<file path="src/rtl/router_pkg.sv">
// Shared definitions for the 1x3 router datapath: default widths,
// integrity-check mode encodings and header field helpers.
package router_pkg;

  localparam int unsigned DATA_WIDTH_DEF = 8;
  localparam int unsigned ADDR_BITS_DEF  = 2;
  localparam int unsigned SKID_DEPTH_DEF = 2;

  localparam int unsigned CHK_XOR = 0;
  localparam int unsigned CHK_SUM = 1;

  // Helpers operate on a 32-bit view so any DATA_WIDTH up to 32 can share them.
  function automatic logic [31:0] hdr_len(input logic [31:0] hdr,
                                          input int unsigned addr_bits);
    return hdr >> addr_bits;
  endfunction

  function automatic logic [31:0] hdr_addr(input logic [31:0] hdr,
                                           input int unsigned addr_bits);
    return hdr & ((32'd1 << addr_bits) - 32'd1);
  endfunction

endpackage

</file>
<file path="src/rtl/pkt_skid_buf.sv">
// Circular skid buffer that holds bytes arriving while the destination FIFO
// is full; the head entry is presented combinationally for the next pop.
module pkt_skid_buf #(
  parameter int unsigned DATA_WIDTH = 8,
  parameter int unsigned SKID_DEPTH = 2
) (
  input  logic                                 clk,
  input  logic                                 rst,
  input  logic                                 push,
  input  logic                                 pop,
  input  logic [DATA_WIDTH-1:0]                din,
  output logic [DATA_WIDTH-1:0]                head,
  output logic [$clog2(SKID_DEPTH+1)-1:0]      count,
  output logic                                 full,
  output logic                                 empty
);

  localparam int unsigned CNT_W = $clog2(SKID_DEPTH + 1);
  localparam int unsigned PTR_W = (SKID_DEPTH > 1) ? $clog2(SKID_DEPTH) : 1;
  localparam logic [PTR_W-1:0] LAST = PTR_W'(SKID_DEPTH - 1);

  logic [DATA_WIDTH-1:0] mem [SKID_DEPTH];
  logic [PTR_W-1:0]      wr_ptr;
  logic [PTR_W-1:0]      rd_ptr;
  logic                  do_push;
  logic                  do_pop;

  function automatic logic [PTR_W-1:0] ptr_inc(input logic [PTR_W-1:0] p);
    return (p == LAST) ? '0 : p + 1'b1;
  endfunction

  always_comb begin
    full    = (count == CNT_W'(SKID_DEPTH));
    empty   = (count == '0);
    do_push = push && !full;
    do_pop  = pop && !empty;
    head    = mem[rd_ptr];
  end

  always_ff @(posedge clk) begin
    if (do_push) begin
      mem[wr_ptr] <= din;
    end
  end

  always_ff @(posedge clk or negedge rst) begin
    if (!rst) begin
      wr_ptr <= '0;
      rd_ptr <= '0;
      count  <= '0;
    end else begin
      if (do_push) begin
        wr_ptr <= ptr_inc(wr_ptr);
      end
      if (do_pop) begin
        rd_ptr <= ptr_inc(rd_ptr);
      end
      if (do_push && !do_pop) begin
        count <= count + 1'b1;
      end else if (do_pop && !do_push) begin
        count <= count - 1'b1;
      end
    end
  end

  // Pushes happen only in ld_state and pops only in laf_state.
  push_pop_exclusive: assert property (@(posedge clk) disable iff (!rst) !(push && pop));

endmodule

</file>
<file path="src/rtl/pkt_reg_v2.sv">
// Router packet datapath register: header capture, FIFO write forwarding with
// a skid buffer, selectable XOR/sum integrity check and header-length check.
module pkt_reg_v2
  import router_pkg::*;
#(
  parameter int unsigned DATA_WIDTH = DATA_WIDTH_DEF,
  parameter int unsigned ADDR_BITS  = ADDR_BITS_DEF,
  parameter int unsigned SKID_DEPTH = SKID_DEPTH_DEF,
  parameter int unsigned CHK_MODE   = CHK_XOR
) (
  input  logic                            clk,
  input  logic                            rst,
  input  logic                            pkt_valid,
  input  logic [DATA_WIDTH-1:0]           data_in,
  input  logic                            fifo_full,
  input  logic                            detect_add,
  input  logic                            lfd_state,
  input  logic                            ld_state,
  input  logic                            laf_state,
  input  logic                            full_state,
  input  logic                            rst_int_reg,
  output logic [DATA_WIDTH-1:0]           dout,
  output logic                            dout_valid,
  output logic                            parity_done,
  output logic                            low_pkt_valid,
  output logic                            err,
  output logic                            len_err,
  output logic                            ovf_err,
  output logic [$clog2(SKID_DEPTH+1)-1:0] skid_count
);

  localparam int unsigned LEN_W = DATA_WIDTH - ADDR_BITS;

  logic [DATA_WIDTH-1:0] hdr_q;
  logic [LEN_W-1:0]      exp_len;
  logic [DATA_WIDTH-1:0] chk_acc;
  logic [DATA_WIDTH-1:0] chk_next;
  logic [DATA_WIDTH-1:0] pkt_chk;
  logic [DATA_WIDTH-1:0] byte_cnt;

  logic [DATA_WIDTH-1:0] skid_head;
  logic                  skid_full;
  logic                  skid_empty;
  logic                  ld_fwd;
  logic                  ld_push;
  logic                  ld_drop;
  logic                  skid_pop;
  logic                  payload;
  logic                  chk_byte;

  // Once anything is queued, new ld bytes must queue behind it to keep order.
  always_comb begin
    ld_fwd   = ld_state && !fifo_full && skid_empty;
    ld_push  = ld_state && !ld_fwd && !skid_full;
    ld_drop  = ld_state && !ld_fwd && skid_full;
    skid_pop = laf_state && !fifo_full && !skid_empty;
    payload  = ld_state && pkt_valid;
    chk_byte = ld_state && !pkt_valid;
  end

  always_comb begin
    chk_next = chk_acc ^ data_in;
    if (CHK_MODE == CHK_SUM) begin
      chk_next = chk_acc + data_in;
    end
  end

  pkt_skid_buf #(
    .DATA_WIDTH (DATA_WIDTH),
    .SKID_DEPTH (SKID_DEPTH)
  ) u_skid (
    .clk   (clk),
    .rst   (rst),
    .push  (ld_push),
    .pop   (skid_pop),
    .din   (data_in),
    .head  (skid_head),
    .count (skid_count),
    .full  (skid_full),
    .empty (skid_empty)
  );

  always_ff @(posedge clk or negedge rst) begin
    if (!rst) begin
      hdr_q   <= '0;
      exp_len <= '0;
    end else if (pkt_valid && detect_add) begin
      hdr_q   <= data_in;
      exp_len <= LEN_W'(hdr_len(32'(data_in), ADDR_BITS));
    end
  end

  always_ff @(posedge clk or negedge rst) begin
    if (!rst) begin
      dout       <= '0;
      dout_valid <= 1'b0;
    end else begin
      dout_valid <= 1'b0;
      if (lfd_state) begin
        dout       <= hdr_q;
        dout_valid <= 1'b1;
      end
      if (ld_fwd) begin
        dout       <= data_in;
        dout_valid <= 1'b1;
      end
      if (skid_pop) begin
        dout       <= skid_head;
        dout_valid <= 1'b1;
      end
    end
  end

  // Later assignments deliberately override earlier ones within a cycle.
  always_ff @(posedge clk or negedge rst) begin
    if (!rst) begin
      chk_acc       <= '0;
      pkt_chk       <= '0;
      byte_cnt      <= '0;
      parity_done   <= 1'b0;
      low_pkt_valid <= 1'b0;
      err           <= 1'b0;
      len_err       <= 1'b0;
      ovf_err       <= 1'b0;
    end else begin
      err <= parity_done && (chk_acc != pkt_chk);
      if (detect_add) begin
        chk_acc     <= '0;
        byte_cnt    <= '0;
        parity_done <= 1'b0;
        err         <= 1'b0;
        len_err     <= 1'b0;
        ovf_err     <= 1'b0;
      end
      if (lfd_state) begin
        chk_acc <= hdr_q;
      end
      if (ld_drop) begin
        ovf_err <= 1'b1;
      end
      if (payload) begin
        chk_acc  <= chk_next;
        byte_cnt <= byte_cnt + 1'b1;
      end
      if (chk_byte) begin
        pkt_chk       <= data_in;
        low_pkt_valid <= 1'b1;
        parity_done   <= 1'b1;
        len_err       <= (byte_cnt != DATA_WIDTH'(exp_len));
      end
      if (rst_int_reg && !pkt_valid) begin
        chk_acc       <= '0;
        low_pkt_valid <= 1'b0;
      end
    end
  end

endmodule
</file>
<file path="config.mk">
export PLATFORM = sky130hd
export DESIGN_NAME = pkt_reg_v2
export DESIGN_NICKNAME = d
export VERILOG_FILES = /design/src/rtl/router_pkg.sv /design/src/rtl/pkt_skid_buf.sv /design/src/rtl/pkt_reg_v2.sv
export SDC_FILE = /design/constraint.sdc
export NUM_CORES = 1
export LEC_CHECK = 0
export CAP_MARGIN = 15
export CORE_AREA = 2 2 79 81
export CTS_CLUSTER_DIAMETER = 150
export CTS_CLUSTER_SIZE = 20
export DETAILED_ROUTE_END_ITERATION = 12
export DIE_AREA = 0 0 81 83
export GPL_ROUTABILITY_DRIVEN = 0
export GPL_TIMING_DRIVEN = 0
export PLACE_DENSITY = 0.87
export SETUP_SLACK_MARGIN = 0.4
export SLEW_MARGIN = 20
export SYNTH_ARGS = -nofsm -noshare
export SYNTH_HDL_FRONTEND = slang
export SYNTH_HIERARCHICAL = 1
export SYNTH_SLANG_ARGS = --single-unit
</file>
<file path="constraint.sdc">
create_clock -name clk -period 3.2 [get_ports clk]
set_input_delay 0.96 -clock clk [delete_from_list [all_inputs] [get_ports clk]]
set_output_delay 0.96 -clock clk [all_outputs]
set_load 0.05 [all_outputs]
</file>
==> impl_results.md, run 1 <==
- Outcome: finished clean
- Fillers: between 400 and 500
- CP delay by family, top: buffers and inverters
- Post-synthesis sequential area ratio: 0.546
- Maximum clock rate: approximately 380 MHz
- Share of layout cells above drive strength 1: 0.147
- TritonRoute pass-1 iters: 5
- R2R cell count: 11
- Initial Util: 0.546
- HP Start: dout[1]$_DFFE_PN0P_
- Clk_lat worst skew: about 0.35 ns
- Design Area, Final: between 0.003 and 0.004 mm²
- Clk slew on worst S/H paths: about 0.07 ns
- Post-route ant nets: 0
- FF+latch count, synth: 66
- Die X: between 80 and 90 µm
- Cell area after synthesis: around 0.0032 mm²
- Post-synthesis compound-gate area fraction: 0.144
- RSZ-0062 raised after global routing: false
- Synth Warn #: 6
- Syn_nets: 310
- Max incr delay on CP: about 0.84 ns
- Part of the power in the clock network: 0.241
- Sequential share of power: 0.418
- Clock Skew: 0.00665 ns
- Hold depth: 2
- Iter 0 DRT Violations: 220
- Cell Chain, Critical Path: clkdlybuf4s50_1
- Antenna violations before repair: 0
- R2R Setup Slk: 0.77 ns
- Final period util: 0.815
- Peak VDD IR: around 0.00038 V
- CP endpoint kind: output pin
- Vias: 2463
- Crit path DAT: ~1.7 ns
- Minimum clock period: between 2 and 3 ns
- Ys flop type: dfrtp_1
- H-tree Lvls: 3
- Final WL: between 7000 and 8000 µm
- PD cells: between 700 and 800 mW/mm²
- Count of final setup violators: 0
- Total GRT Usage: 0.233
- Largest family of logic cells by synthesized area: compound AO/OA/AOI/OAI gates
- Global-route wire length before repair: ~12000 µm
- # rows: 28
- Largest net degree at the start of global routing: 21
- Final #Nets: 354
- WHS Endpoint: dout[1]$_DFFE_PN0P_
- CTS buffer count: 9
- CTS Buffer Depth: 2
- Grt ovf: 0
- Cts hold-fix bufs: 0
- Final Hold Viols: 0
- Vias in the first global route: 2502
- FF-to-FF End: u_skid/count[1]$_DFFE_PN0P_
- Final TNS setup: 0 ns
- Critical path class: reg2out
- Relative slew slack: 0.629
- Synth Area in Simple Gates: 0.120
- Post-synth ARST share: 0.758
- Dpl cell area: around 0.0036 mm²
- Mux contribution to synthesized area: 0.0887
- Clock Sinks: 66
- Post-Synth XOR/XNOR Area: 0.0548
- Io pins: 34
- DR DRC count: 0
- Die Y: 83 µm
- Mapped Cells: between 200 and 300
- Netlist cell types: 38
- Buffers on Ports: 31
- Post-CTS setup repair buffer count: 0
- Worst r2r src: u_skid/count[0]$_DFFE_PN0P_
- DIE AREA: ~0.0067 mm²
- Commonest non-fill, non-tap cell in the layout: dfrtp_1
- EDFF count, synth: 16
- Most frequent cells in the layout: 50 x dfrtp_1, 29 x clkdlybuf4s50_1, 28 x o21ai_0
- Critical Path Start Type: register
- P_leak: about 1.6 nW
- Antenna diodes: 0
- CP Data Required Time: 2.24 ns
- CTS root buf: clkbuf_8
- Slew Limit Fails: 0
- Post-synthesis adder-cell area fraction: 0.00788
- Switching Fraction: 0.368
- Worst Hold Class: reg2reg
- Internal power: roughly 1.8 mW
- Area Growth Syn to Fin: 20.7%
- Comb pwr share: 0.341
- Max FO, Critical Path: 6
- CTS tree: yes
- Post-DP HPWL: around 5100 µm
- CORE AREA: a little under 0.006 mm²
- MaxCap Viol Count: 0
- Switching Power: about 1.0 mW
- Synth Area per Inst: between 10 and 15 µm²
- Worst path buffer plus inverter count: 1
- Slew @ Worst Pin: between 0.5 and 0.6 ns
- DR vias/cell: 5.95
- Avg WL per Cell: about 17 µm
- Slowest cell on the critical path: clkdlybuf4s50_1
- Pwr Total: roughly 2.8 mW
## registers in the layout, summed over array words and instances (netlist names)
name / flops
pkt_chk: 8
hdr_q: 8
byte_cnt: 8
low_pkt_valid: 1
u_skid/wr_ptr: 1
parity_done: 1
dout: 8
chk_acc: 8
len_err: 1
ovf_err: 1
u_skid/rd_ptr: 1
u_skid/count: 2
u_skid/mem: 16
dout_valid: 1
err: 1
## through the flow
step            util  hold slack (ns)  worst slack, ns  cells
3_5_place_dp   0.624            0.470           -0.228    398
2_1_floorplan      -            0.453            0.829    290
5_1_grt        0.659            0.507            0.507    414
3_3_place_gp   0.615            0.460           -0.256    396
4_1_cts        0.658            0.487            0.455    414
6_report       0.659            0.482            0.592    414
## cell type report
| cell class | instances | area (µm²) | area share |
|---|---|---|---|
| Sequential cell | 66 | 1730 | 0.452 |
| Multi-Input combinational cell | 195 | 1330 | 0.347 |
| Timing Repair Buffer | 33 | 363 | 0.0947 |
| Clock buffer | 10 | 128 | 0.0333 |
| Tap cell | 75 | 93.8 | 0.0245 |
| Buffer | 13 | 68.8 | 0.0180 |
| Inverter | 16 | 60.1 | 0.0157 |
| Clock inverter | 6 | 58.8 | 0.0153 |
## cells by family after synthesis
logic type	Yosys count
AOI/OAI and AO/OA	77
and+or+nand+nor	72
DFF	66
buffers and inverters	29
muxes	25
xor gates and xnor gates	19
adders and majority gates	2
## power by group through the flow
| stage | Clock, mW | Combinational [mW] | Sequential [mW] |
|---|---|---|---|
| after floorplan | 0 | 0.422 | 1.39 |
| after global placement | 0 | 0.910 | 1.17 |
| after detailed placement | 0 | 0.942 | 1.18 |
| after CTS | 0.681 | 0.956 | 1.17 |
| after global routing | 0.708 | 1.02 | 1.19 |
| final | 0.676 | 0.954 | 1.17 |
## synthesized netlist by cell type, drive strengths merged, types with 5 or more instances
cell | instances | area [µm²]
a211oi | 9 | 67.6
a21oi | 20 | 104
buf | 6 | 36.3
clkbuf | 7 | 26.3
dfrtp | 50 | 1250
edfxtp | 16 | 480
inv | 16 | 60.1
mux2 | 25 | 282
nand2 | 20 | 77.6
nand2b | 5 | 31.3
nor2 | 22 | 82.6
nor3b | 8 | 65.1
o21ai | 32 | 160
o221ai | 7 | 61.3
xnor2 | 6 | 60.1
xor2 | 13 | 114
## repair_timing
action | CTS | global route
pin swaps | 0 | 1
endpoints found under the setup margin | 17 | 9
gates resized for setup | 4 | 5
## routing by layer
| metal | GRT usage | vias up | share of wire |
|---|---|---|---|
| met4 | 0.163 | 0 | 0.045 |
| met2 | 0.375 | 113 | 0.49 |
| li1 | - | 1127 | - |
| met3 | 0.0337 | 30 | 0.067 |
| met5 | 0 | - | 0 |
| met1 | 0.281 | 1193 | 0.39 |
## worst max path at each step
stage | start | end | slack, ns | cells after the start
global placement | rst | pkt_chk[3]$_DFFE_PN0P_ | -0.26 | 1
floorplan | ld_state | u_skid/mem[0][0]$_DFFE_PP_ | 0.83 | 6
CTS | ld_state | u_skid/count[1]$_DFFE_PN0P_ | 0.46 | 11
finish | u_skid/count[0]$_DFFE_PN0P_ | skid_count[0] | 0.59 | 1
global route | fifo_full | u_skid/count[1]$_DFFE_PN0P_ | 0.51 | 10
detailed placement | ld_state | u_skid/mem[0][7]$_DFFE_PP_ | -0.23 | 7
No activity file was read; power rests on OpenSTA's default activity.
==> inputs of run 2 (changes only) <==
==> constraint.sdc (replaced) <==
create_clock -name clk -period 2.5 [get_ports clk]
set_input_delay 0.75 -clock clk [delete_from_list [all_inputs] [get_ports clk]]
set_output_delay 0.75 -clock clk [all_outputs]
set_load 0.05 [all_outputs]
==> impl_results.md, run 2 (synthesis results as in run 1) <==
- Pwr Total: 3.54 mW (was 2.80 mW)
- CP Data Required Time: 1.75 ns (was 2.24 ns)
- Post-route insts no fill: 413 (was 414)
- Cts hold-fix bufs: 0 (unchanged)
- Clk_lat worst skew: 0.35 ns (about the same)
- CTS root buf: clkbuf_8 (unchanged)
- # rows: 28 (unchanged)
- Die X: 81 µm (unchanged)
- Final Hold Viols: 0 (unchanged)
- Vias: 2358 (was 2463)
- DR vias/cell: 5.71 (was 5.95)
- Initial Util: 0.546 (unchanged)
- Clock Sinks: 66 (unchanged)
- Final period util: 0.837
- Final TNS setup: 0 ns (unchanged)
- Die Y: 83 µm (unchanged)
- DR DRC count: 0 (unchanged)
- Worst r2r src: u_skid/count[1]$_DFFE_PN0P_ (was u_skid/count[0]$_DFFE_PN0P_)
- Commonest non-fill, non-tap cell in the layout: dfrtp_1 (unchanged)
- Slew Limit Fails: 0 (unchanged)
- MaxCap Viol Count: 0 (unchanged)
- Top reg by flops: u_skid/mem (unchanged)
- Critical path class: reg2out (unchanged)
- Final WS setup: 0.408 ns (was 0.592 ns)
- Post-CTS setup repair buffer count: 0 (unchanged)
- CTS buffer count: 9 (unchanged)
- Antenna diodes: 0 (unchanged)
- Post-DP HPWL: 5040 µm (was 5050 µm)
- Max FFs per register: 16 (unchanged)
- R2R cell count: 10 (was 11)
- R2R Setup Slk: 0.50 ns (was 0.77 ns)
- Critical Path Start Type: register (unchanged)
- Minimum clock period: about 2.1 ns
- PD cells: 926 mW/mm² (was 731 mW/mm²)
- Pre-CTS WS: -0.538 ns (was -0.228 ns)
- CTS tree: yes (unchanged)
- Outcome: finished clean (unchanged)
- Total GRT Usage: 0.231 (was 0.233)
- Clk slew on worst S/H paths: 0.07 ns (about the same)
- CTS Buffer Depth: 2 (unchanged)
- Post-route ant nets: 0 (unchanged)
- Area of the multi-input gates: 0.00137 mm² (was 0.00133 mm²)
- Cell Chain, Critical Path: dlygate4sd2_1 (was clkdlybuf4s50_1)
- Grt ovf: 0 (unchanged)
- Share of layout cells above drive strength 1: 0.169 (was 0.147)
- CP endpoint kind: output pin (unchanged)
- CP delay by family, top: buffers and inverters (unchanged)
- Crit path DAT: 1.34 ns (was 1.65 ns)
- Max incr delay on CP: 0.55 ns (was 0.84 ns)
- H-tree Lvls: 3 (unchanged)
- Peak VDD IR: 0.000471 V (was 0.000380 V)
- CORE AREA: 0.00582 mm² (unchanged)
- Iter 0 DRT Violations: 156 (was 220)
- Avg WL per Cell: 17.1 µm (was 17.2 µm)
- Worst path buffer plus inverter count: 1 (unchanged)
- Post-Place Cells: 397 (was 398)
- Clock Skew: 0.00899 ns (was 0.00665 ns)
- Slowest cell on the critical path: dlygate4sd2_1 (was clkdlybuf4s50_1)
- Post-layout util: 0.658 (was 0.659)
- Slew @ Worst Pin: 0.741 ns (was 0.557 ns)
- FF-to-FF End: u_skid/count[1]$_DFFE_PN0P_ (unchanged)
- Most frequent cells in the layout: 48 x dfrtp_1, 28 x o21ai_0 (was 50 x dfrtp_1, 29 x clkdlybuf4s50_1, 28 x o21ai_0)
- Largest net degree at the start of global routing: 31 (was 21)
- Buffers on Ports: 31 (unchanged)
- FF/Latch Area: 0.00173 mm² (about the same)
- DIE AREA: 0.00672 mm² (unchanged)
- Antenna violations before repair: 0 (unchanged)
- Final WL: 7060 µm (was 7130 µm)
- Relative slew slack: 0.506 (was 0.629)
- Maximum clock rate: ~480 MHz
- Area Growth Syn to Fin: 20.6% (was 20.7%)
- RSZ-0062 raised after global routing: true (was false)
- Final #Nets: 353 (was 354)
- Fillers: 434 (was 448)
- Global-route wire length before repair: 11800 µm (about the same)
- CP startpoint: u_skid/count[0]$_DFFE_PN0P_ (unchanged)
- P_leak: 1.62 nW (was 1.57 nW)
- Max FO, Critical Path: 6 (unchanged)
- TritonRoute pass-1 iters: 4 (was 5)
- Count of final setup violators: 0 (unchanged)
- Worst Hold Class: in2async (was reg2reg)
- Io pins: 34 (unchanged)
- Vias in the first global route: 2422 (was 2502)
[run 2: changes by cell type in the layout (fill, tap and decap cells not counted), moves of 2 or more]
cell / previous run / this run
clkinv_1: 1 / 3
clkinvlp_4: 2 / 0
dfrtp_1: 50 / 48
clkdlybuf4s50_1: 29 / 9
nor2_1: 21 / 19
dlygate4sd2_1: 0 / 18
dfrtp_2: 0 / 2
[run 2: layout make-up]
type / instances / share of cell area
plain buffers: 13 / 0.0226
clock buffers: 11 / 0.0343
clock inverters: 5 / 0.0121
inverters: 16 / 0.0157
multi-input cells: 195 / 0.357
flip-flops and latches: 66 / 0.453
well taps: 75 / 0.0245
repair buffers: 32 / 0.0811
[run 2: what timing repair did]
action,in CTS,in global routing
gates resized for setup,31,15
gates cloned,0,0
pin swaps,2,1
setup endpoints to repair,48,21
[run 2: power by group]
part / total (mW) / switching [mW] / internal [mW]
clock: 0.839 / 0.390 / 0.449
combinational: 1.20 / 0.763 / 0.435
sequential: 1.51 / 0.163 / 1.34
total: 3.54 / 1.32 / 2.23
[run 2: worst max-delay path by stage]
stage                                             end  slack [ns]  cells past startpoint
after CTS                 u_skid/count[1]$_DFFE_PN0P_        0.32                     10
after floorplan           u_skid/count[1]$_DFFE_PN0P_        0.39                     11
after detailed placement   u_skid/mem[0][7]$_DFFE_PP_       -0.54                      7
after global routing      u_skid/count[1]$_DFFE_PN0P_        0.34                     11
final                                   skid_count[0]        0.41                      1
after global placement    u_skid/count[0]$_DFFE_PN0P_       -0.92                      1
[run 2: metal layers]
metal,up-vias,track usage,share of wire
met1,1132,0.291,0.41
met2,85,0.372,0.51
met3,16,0.0554,0.058
met5,-,0,0
li1,1125,-,-
met4,0,0.106,0.026
[run 2: through the flow]
stage	hold slack [ns]	area, µm²
3_5_place_dp	0.469	3610
2_1_floorplan	0.453	3180
6_report	0.462	3830
4_1_cts	0.480	3790
5_1_grt	0.488	3830
3_3_place_gp	0.460	3580
